`src/rtl/audio_router.sv`:
```
// Source selector with click-free crossfade: the output fades to silence before a
// new source is taken, then fades back in. Two-stage pipe: select/register, then scale.
//
// state    | meaning
// PASS     | gain at full scale, following active_src
// FADE_OUT | gain ramping down toward a pending source change or mute
// FADE_IN  | gain ramping up on the freshly loaded active_src
// MUTED    | gain held at zero until mute is released
module audio_router #(
    parameter int N_SRC     = 4,
    parameter int W         = 16,
    parameter int RAMP_LOG2 = 6,
    parameter int SW_SEL    = $clog2(N_SRC)
) (
    input  logic                   CLOCK_50,
    input  logic                   reset,
    input  logic [N_SRC*W-1:0]     src_data,
    input  logic                   src_valid,
    input  logic [SW_SEL-1:0]      sel,
    input  logic                   mute,
    output logic signed [W-1:0]    out_data,
    output logic                   out_valid,
    output logic [SW_SEL-1:0]      active_src,
    output logic                   busy
);

    localparam int GW = RAMP_LOG2 + 1;
    localparam int PW = W + GW + 1;
    localparam logic [GW-1:0] G_MAX = GW'(2 ** RAMP_LOG2);

    typedef enum logic [1:0] {PASS, FADE_OUT, FADE_IN, MUTED} state_t;

    state_t                state;
    logic [GW-1:0]         g;
    logic signed [W-1:0]   sel_sample;
    logic signed [W-1:0]   s1_sample;
    logic [GW-1:0]         s1_g;
    logic                  s1_valid;
    logic signed [PW-1:0]  prod;
    logic signed [W-1:0]   scaled;
    logic                  change_req;
    logic                  step_down;
    logic                  step_up;

    // Out-of-range selects fall through to silence.
    always_comb begin
        sel_sample = '0;
        for (int k = 0; k < N_SRC; k++) begin
            if (active_src == SW_SEL'(k)) begin
                sel_sample = src_data[k*W +: W];
            end
        end
    end

    assign change_req = mute || (sel != active_src);
    assign step_down  = (state == FADE_OUT) ||
                        ((state == PASS || state == FADE_IN) && change_req);
    assign step_up    = !step_down &&
                        ((state == FADE_IN) || (state == MUTED && !mute));

    // A transition strobe already applies the new state's gain step, so a full
    // source-to-source swap costs exactly 2*2^RAMP_LOG2 strobes.
    always_ff @(posedge CLOCK_50 or posedge reset) begin
        if (reset) begin
            state      <= MUTED;
            g          <= '0;
            active_src <= '0;
            busy       <= 1'b0;
        end else if (src_valid) begin
            if (step_down) begin
                if (g <= GW'(1)) begin
                    g <= '0;
                    if (mute) begin
                        state <= MUTED;
                        busy  <= 1'b0;
                    end else begin
                        active_src <= sel;
                        state      <= FADE_IN;
                        busy       <= 1'b1;
                    end
                end else begin
                    g     <= g - GW'(1);
                    state <= FADE_OUT;
                    busy  <= 1'b1;
                end
            end else if (step_up) begin
                if (state == MUTED) begin
                    active_src <= sel;
                end
                g <= g + GW'(1);
                if (g + GW'(1) == G_MAX) begin
                    state <= PASS;
                    busy  <= 1'b0;
                end else begin
                    state <= FADE_IN;
                    busy  <= 1'b1;
                end
            end
        end
    end

    assign prod   = PW'(s1_sample) * PW'($signed({1'b0, s1_g}));
    assign scaled = W'(prod >>> RAMP_LOG2);

    always_ff @(posedge CLOCK_50 or posedge reset) begin
        if (reset) begin
            s1_valid  <= 1'b0;
            s1_sample <= '0;
            s1_g      <= '0;
            out_valid <= 1'b0;
            out_data  <= '0;
        end else begin
            s1_valid <= src_valid;
            if (src_valid) begin
                s1_sample <= sel_sample;
                s1_g      <= g;
            end
            out_valid <= s1_valid;
            if (s1_valid) begin
                out_data <= scaled;
            end
        end
    end

endmodule

```
`config.mk`:
```
export PLATFORM = sky130hd
export DESIGN_NAME = audio_router
export DESIGN_NICKNAME = d
export VERILOG_FILES = /design/src/rtl/audio_router.sv
export SDC_FILE = /design/constraint.sdc
export NUM_CORES = 1
export LEC_CHECK = 0
export ABC_AREA = 1
export BUFFER_PORTS_ARGS = -buffer_cell sky130_fd_sc_hd__buf_2
export CORE_MARGIN = 3
export CORE_UTILIZATION = 60
export DETAILED_ROUTE_END_ITERATION = 12
export PLACE_DENSITY = 0.82
export RECOVER_POWER = 25
export SLEW_MARGIN = 20
export SYNTH_ARGS = -nofsm -noshare
export SYNTH_HDL_FRONTEND = slang
export SYNTH_SLANG_ARGS = --single-unit
```
`constraint.sdc`:
```
create_clock -name CLOCK_50 -period 5.9 [get_ports CLOCK_50]
set_clock_uncertainty 0.05 [all_clocks]
set_input_delay 1.18 -clock CLOCK_50 [delete_from_list [all_inputs] [get_ports CLOCK_50]]
set_output_delay 1.18 -clock CLOCK_50 [all_outputs]
set_load 0.05 [all_outputs]
```
# == Yosys cells after proc, flatten, opt, wreduce, memory -nomap -nowiden ==
# Cells that the tools add are included.
# classes
n_addsub,2
mul,1
magnitude_cmp,1
n_eq_ne,10
n_mux,22
n_reduce_logical,15
# ops
operator,count
two-way mux 16 bit,4
multiplier 16 x 8 -> 22 bit,1
two-way mux 7 bit,3
two-way mux 2 bit,9
equality test 2 bit (second input constant),4
adder 7 x 1 -> 7 bit (second input constant),1
equality test 7 bit (second input constant),1
less-or-equal comparator 7 x 1 -> 1 bit (second input constant),1
subtractor 7 x 1 -> 7 bit (second input constant),1
two-way mux 1 bit,6
AND reduction 5 bit,1
equality test 2 x 1 -> 1 bit (second input constant),2
zero test 2 bit,2
logical OR 1 bit,4
nonzero test 2 bit,2
logical AND 1 bit,3
zero test 1 bit,2
inequality test 2 x 1 -> 1 bit (second input constant),1
inequality test 2 bit,1
inequality test 2 bit (second input constant),1
AND reduction 2 bit,1
# totals
reg_bits,53
in_bits,70
output_inout_bits,20
wordCells,60

# == Depth between registers and ports, before layout ==
# Gate-level depths: netlist of run 1.
# depth
ltp_word,8
mapped_depth,24
ltp_nobuf,22

# == Worst setup path after synthesis of run 1 ==
# OpenSTA, ideal clock, no wires.
# synth_timing
path_type,register to register
startpoint,register s1_g[2]
endpoint,register out_data[15]
setup_time_ns,0.118
arrival_ns,4.176
t_required_ns,5.732
setup_slack_ns,1.556
path_stages_with_launch,21
n_path_buf,2
cell_sequence,dfrtp_1 -> clkbuf_1 -> clkbuf_1 -> nand2_1 -> fa_1 -> inv_1 -> fa_1 -> fa_1 -> inv_1 -> fa_1 -> inv_1 -> ha_1 -> nand2_1 -> nor2_1 -> nand2_1 -> nor2_1 -> nand2_1 -> nand3_1 -> nand2_1 -> nand3_1 -> nand2_1
# synth_between
elab_chain_len,1
# synth_lines
element,line,rtl
from (decl),37,logic [GW-1:0] s1_g;
from (signal assigned),116,s1_g <= g;
multiplier 16 x 8 -> 22 bit,102,"assign prod = PW'(s1_sample) * PW'($signed({1'b0, s1_g}));"
to (signal assigned),120,out_data <= scaled;
to (decl),21,"output logic signed [W-1:0] out_data,"
# Every way passes these cells.
# A chain may end at the register's enable or synchronous reset.

# == Worst setup path in the final report of run 1 ==
# layout_timing
startpoint,register s1_g[3]
endpoint,register out_data[15]
# The elaborated chain is that of the path after synthesis.

==> metrics.md, run 1 <==
| Metric | Value |
|---|---|
| Status | `finished, violations left` |
| Failing checks | `max-capacitance violations, max-slew violations` |
| Worst skew pair latency | `between 300 and 400 ps` |
| TritonCTS clock tree | `yes` |
| Critical Path AT | `~4800 ps` |
| WHS Path Cells | `2` |
| Synth Instances | `974` |
| Period utilization | `around four fifths` |
| Vias in the first global route | `6032` |
| Final ANT Viol Nets | `0` |
| Register bit count reported by yosys | `53` |
| Drt drc | `0` |
| Met2 GRT Util | `about 47%` |
| Met3 Resource Use GR | `3.13%` |
| Drt via density | `between 5 and 6` |
| Hold_ws | `~430 ps` |
| Mapped Avg Cell Area | `slightly above 7 µm²` |
| Initial antenna violation count | `0` |
| Root Driver | `clkbuf_16` |
| WP data required | `between 6000 and 7000 ps` |
| GPL Wtd Cong | `0.933` |
| Max Slew Vio Count | `54` |
| I/O Pins | `90` |
| Synth Warn # | `0` |
| Hpwl dp | `12500 µm` |
| Post-synth cell types | `39` |
| Crit path kind | `reg2reg` |
| Worst hold path type | `reg2reg` |
| Final layout net count | `between 1000 and 1500` |
| Tmin final | `4650 ps` |
| Rows | `38` |
| DRT iter0 DRCs | `424` |
| Clock sinks | `53` |
| Endpoints failing setup | `0` |
| GRT Max-Usage Layer | `met2` |
| Top_reg_cell synth | `dfrtp_1` |
| RSZ-0062 raised after global routing | `no` |
| Max-slew headroom | `-93.4%` |
| Crit-path max FO | `17` |
| Via count | `6152` |
| Hold buffer count at CTS | `0` |
| CTS buffer count | `5` |
| Final Hold Fails | `0` |
| Placeable Area | `11100 µm²` |
| IO buf count | `between 80 and 90` |
| Last element of the critical path | `out_data[15]` |
| Max cap viols | `1` |
| Startpoint Class | `flip-flop` |
| Most frequent cells in the layout | `nand2_1 (282), inv_1 (232), buf_2 (88)` |
| CTS clk-pin slew, worst paths | `80 ps` |
| CTS Buffer Depth | `2` |
| Post-synth EDFFs | `0` |
| Worst reg2reg path startpoint | `s1_g[3]` |
| Async set-reset flop share out of synthesis | `100%` |
| Die H | `114 µm` |
| Cts repair resizes | `0` |
| RR Endpoint | `out_data[15]` |
| Die X | `114 µm` |
| Area delta synth->final | `8.50%` |
| Fmax achieved | `roughly 220 MHz` |
| H-tree Lvls | `2` |
| Largest net degree at the start of global routing | `54` |
| Mapped Nets | `1169` |
| Flop-to-flop setup slack | `1250 ps` |
| Setup Total Neg Slack | `0 ps` |
| Total Routed Length | `15800 µm` |
| Starting Density | `62.7%` |
| Global routing usage on met1 | `34.8%` |
| Commonest non-fill, non-tap cell in the layout | `nand2_1` |
| Measured slew at the worst slew-check pin | `about 2900 ps` |
| Crit path from | `s1_g[3]` |
| Drt pass-1 iters | `5` |
| Post-CTS Setup Bufs | `0` |
| Area of the mapped netlist | `6980 µm²` |
| Crit path capture type | `flip-flop` |
| Die footprint | `13000 µm²` |
| Routed len/inst | `13.5 µm` |
| Share of cells above drive strength 1 | `11.9%` |
| Seq/Total Area, Yosys | `19.0%` |
| Ant. Diodes | `0` |
| Cell depth of the worst flop-to-flop path | `18` |
| Aggregate global-route resource usage | `between 20% and 30%` |
| FILL cells | `approximately 990` |
| Total gr overflow | `0` |
| First-pass GRT wire length | `27700 µm` |
==> final cells by class <==
class / instances / area [µm²] / share of cell area (%)
Clock buffer: 5 / 125 / 1.65
Clock inverter: 3 / 28.8 / 0.380
Inverter: 235 / 882 / 11.6
Tap cell: 140 / 175 / 2.31
Multi-Input combinational cell: 643 / 4580 / 60.4
Sequential cell: 53 / 1330 / 17.5
Timing Repair Buffer: 91 / 455 / 6.01
==> routing by layer <==
layer	up-vias	routed length, µm
met5	-	0
met4	0	250
met3	29	664
met2	146	8170
met1	2955	6680
li1	3022	-
==> stage by stage <==
stage | std cells | area [µm²] | setup WS (ps) | utilization [%]
6_report | 1170 | 7570 | 1250 | 68.1
5_1_grt | 1170 | 7570 | 871 | 68.1
4_1_cts | 1170 | 7580 | 1260 | 68.1
3_5_place_dp | 1162 | 7420 | 1290 | 66.7
3_3_place_gp | 1162 | 7420 | 1320 | 66.7
2_1_floorplan | 974 | 6980 | 1560 | -
==> worst min-delay path by stage <==
| stage | slack [ps] | end | from |
|---|---|---|---|
| floorplan | 300 | out_valid | s1_valid |
| global route | 450 | out_data[11] | out_data[11] |
| CTS | 430 | out_data[11] | out_data[11] |
| finish | 430 | out_data[11] | out_data[11] |
| global placement | 410 | out_data[13] | out_data[13] |
| detailed placement | 410 | out_data[9] | out_data[9] |
==> flip-flops by register name, indices dropped and copies added, names as in the netlist <==
register and count:
g 7, state 2, s1_valid 1, busy 1, s1_g 7, out_valid 1, active_src 2, s1_sample 16
out_data 16
==> synth_stat cells (3+ instances only) <==
library cell / number / area, µm²
nand2_1: 282 / 1060
clkbuf_2: 4 / 20.0
a221oi_1: 15 / 131
nand3_1: 48 / 240
nand2_2: 11 / 68.8
dfrtp_1: 51 / 1280
ha_1: 45 / 563
buf_2: 8 / 40.0
xor2_1: 12 / 105
inv_1: 233 / 875
fa_1: 80 / 1600
a21oi_1: 26 / 130
o21a_1: 3 / 22.5
a31oi_1: 3 / 18.8
nand4_1: 5 / 31.3
clkbuf_1: 27 / 101
nor2_1: 38 / 143
o21ai_1: 6 / 30.0
xnor2_1: 4 / 35.0
o21ai_0: 44 / 220
==> cells by family (layout without fill, tap and decap cells) <==
| family | count (synthesis) | count (layout) | share of synthesized area (%) |
|---|---|---|---|
| compound gates | 104 | 104 | 8.89 |
| xor+xnor | 16 | 16 | 2.01 |
| fa+ha+maj | 125 | 125 | 31.0 |
| buf+inv | 278 | 334 | 15.4 |
| flops | 53 | 53 | 19.0 |
| simple gates | 398 | 398 | 23.7 |
==> critical path, stage by stage (launching register included) <==
cell and delay (ps):
dfrtp_1 750, nand2_1 100, inv_1 100, fa_1 430, fa_1 470, fa_1 550
inv_1 60, fa_1 530, inv_1 40, ha_1 360, a21oi_1 340, a21boi_0 280
nand2_1 100, nand2_1 60, nand3_1 80, inv_1 60, nand2_1 50, nand3_1 60
nand2_1 50
Power of run 1 is not shown: default switching activity piles up to over one toggle a cycle in this logic, so the estimate is an artifact.
==> inputs of run 2 (changes only) <==
==> constraint.sdc (replaced) <==
create_clock -name CLOCK_50 -period 4.4 [get_ports CLOCK_50]
set_clock_uncertainty 0.05 [all_clocks]
set_input_delay 0.88 -clock CLOCK_50 [delete_from_list [all_inputs] [get_ports CLOCK_50]]
set_output_delay 0.88 -clock CLOCK_50 [all_outputs]
set_load 0.05 [all_outputs]
==> metrics.md, run 2 (synthesis results as in run 1) <==
| Metric | Value |
|---|---|
| Final ANT Viol Nets | `0 (unchanged)` |
| CP dominant cell by count | `nand2_1` |
| Root Driver | `clkbuf_16` |
| CTS Buffer Depth | `2 (unchanged)` |
| Endpoints failing setup | `0 (unchanged)` |
| Max-slew headroom | `-23.7% (+70 points)` |
| Drt pass-1 iters | `7 (+2)` |
| Period utilization | `97.0% (+18 points)` |
| Area delta synth->final | `15.6%` |
| Starting Density | `62.7% (unchanged)` |
| Worst path slowest cell | `fa_1` |
| H-tree Lvls | `2 (unchanged)` |
| Crit path capture type | `flip-flop` |
| PnR worst setup slack | `131 ps (-1120 ps)` |
| RSZ-0062 raised after global routing | `yes` |
| Tmin final | `4270 ps (-376 ps)` |
| Startpoint Class | `flip-flop` |
| Delay-heaviest family, CP | `adder cells` |
| Worst skew pair latency | `310 ps (about the same)` |
| First-pass GRT wire length | `27700 µm (about the same)` |
| Crit-path max FO | `6 (-11)` |
| Max Slew Vio Count | `36 (-33%)` |
| Drt via density | `5.31 (+0.99%)` |
| Total gr overflow | `0 (unchanged)` |
| CTS buffer count | `5 (unchanged)` |
| Routed len/inst | `14.3 µm (+6.3%)` |
| Commonest non-fill, non-tap cell in the layout | `nand2_1` |
| Most frequent cells in the layout | `nand2_1 (278), inv_1 (231), buf_2 (88)` |
| Via count | `6367 (+3.5%)` |
| Post-route cell area | `8070 µm² (+6.5%)` |
| Max cap viols | `1 (unchanged)` |
| Aggregate global-route resource usage | `26.2% (-0.040 points)` |
| Place WS | `-113 ps (-1400 ps)` |
| Die H | `114 µm (unchanged)` |
| Post-DP Area | `7590 µm² (+2.2%)` |
| Largest net degree at the start of global routing | `44 (-19%)` |
| Worst path bufs/invs | `5 (+1)` |
| Clock sinks | `53 (unchanged)` |
| Initial antenna violation count | `0 (unchanged)` |
| Vias in the first global route | `6272 (+4.0%)` |
| Final layout net count | `1253 (+2.4%)` |
| I/O Pins | `90 (unchanged)` |
| Status | `finished, violations left` |
| CTS clk-pin slew, worst paths | `80 ps (about the same)` |
| Setup Total Neg Slack | `0 ps (unchanged)` |
| Measured slew at the worst slew-check pin | `1860 ps (-1050 ps)` |
| Hold_ws | `428 ps (-0.212 ps)` |
| GPL Wtd Cong | `0.939 (+0.64%)` |
| TritonCTS clock tree | `yes` |
| Die footprint | `13000 µm² (unchanged)` |
| Crit path kind | `reg2reg` |
| WP data required | `4600 ps (-1450 ps)` |
| IO buf count | `89 (unchanged)` |
| Die X | `114 µm (unchanged)` |
| Hpwl dp | `13000 µm (+4.2%)` |
| Fmax achieved | `234 MHz (+8.8%)` |
| Critical Path AT | `4470 ps (-330 ps)` |
| Failing checks | `max-capacitance violations, max-slew violations` |
| Rows | `38 (unchanged)` |
| CP max stage delay | `560 ps (-190 ps)` |
| DRT iter0 DRCs | `588 (+39%)` |
| Ant. Diodes | `0 (unchanged)` |
| Drt drc | `0 (unchanged)` |
| Share of cells above drive strength 1 | `18.9% (+6.9 points)` |
| Total Routed Length | `17200 µm (+9.0%)` |
| Final Hold Fails | `0 (unchanged)` |
| CP cell instances | `buf_6 -> nand2_1 -> inv_1 -> fa_1 -> inv_1 -> fa_1 -> fa_1 -> fa_1 -> inv_1 -> ha_4 -> nand2_1 -> nor2_2 -> nand4_1 -> nor2_1 -> nand2_1 -> nand3_2 -> inv_1 -> nand2_1 -> nand3_1 -> nand2_1` |
| Placeable Area | `11100 µm² (unchanged)` |
| Worst hold path type | `reg2reg` |
| Top Registers | `out_data (16), s1_sample (16)` |
## run 2: final timing paths
path / start / slack [ps] / end / cells after the start
worst max-delay path: s1_g[2] / 130 / out_data[15] / 20
worst min-delay path: out_data[10] / 430 / out_data[10] / 2
worst max register to register: s1_g[2] / 130 / out_data[15] / 20
worst min register to register: out_data[10] / 430 / out_data[10] / 2
max in group asynchronous: reset / 1330 / s1_sample[9] / 3
min in group asynchronous: reset / 650 / s1_valid / 2
## run 2: worst reg2reg max path: stages (launching register included)
cell     delay, ps
dfrtp_2        480
buf_6          160
nand2_1         50
inv_1           60
fa_1           530
inv_1           60
fa_1           560
fa_1           420
fa_1           490
inv_1           60
ha_4           300
nand2_1        110
nor2_2         150
nand4_1        160
nor2_1         150
nand2_1         80
nand3_2         90
inv_1           40
nand2_1         60
nand3_1         60
nand2_1         90
## run 2: layer usage
metal  track usage, %  vias to the layer above  share of wire [%]
met2             47.4                      169                 52
met1             32.0                     3077                 41
li1                 -                     3083                  -
met3             3.82                       38                4.3
met4             9.18                        0                2.7
met5                0                        -                  0
## run 2: what timing repair did
action	CTS	global route
hold buffers	0	0
gates resized for setup	2	66
gates cloned	0	0
pin swaps	0	10
endpoints found under the setup margin	5	10
setup buffers	0	7
## run 2: final cells by class
| type | instances | area, µm² |
|---|---|---|
| Fill cell | 863 | 3060 |
| Timing Repair Buffer | 120 | 697 |
| Multi-Input combinational cell | 643 | 4820 |
| Inverter | 235 | 882 |
| Tap cell | 140 | 175 |
| Sequential cell | 53 | 1340 |
| Clock inverter | 3 | 28.8 |
| Clock buffer | 5 | 125 |
## run 2: per-stage QoR
step                utilization [%]  std cells
floorplan                         -        974
global placement               68.2       1184
detailed placement             68.2       1184
CTS                            69.6       1192
global route                   72.5       1199
finish                         72.5       1199
Power of run 2 is left out for the same reason.
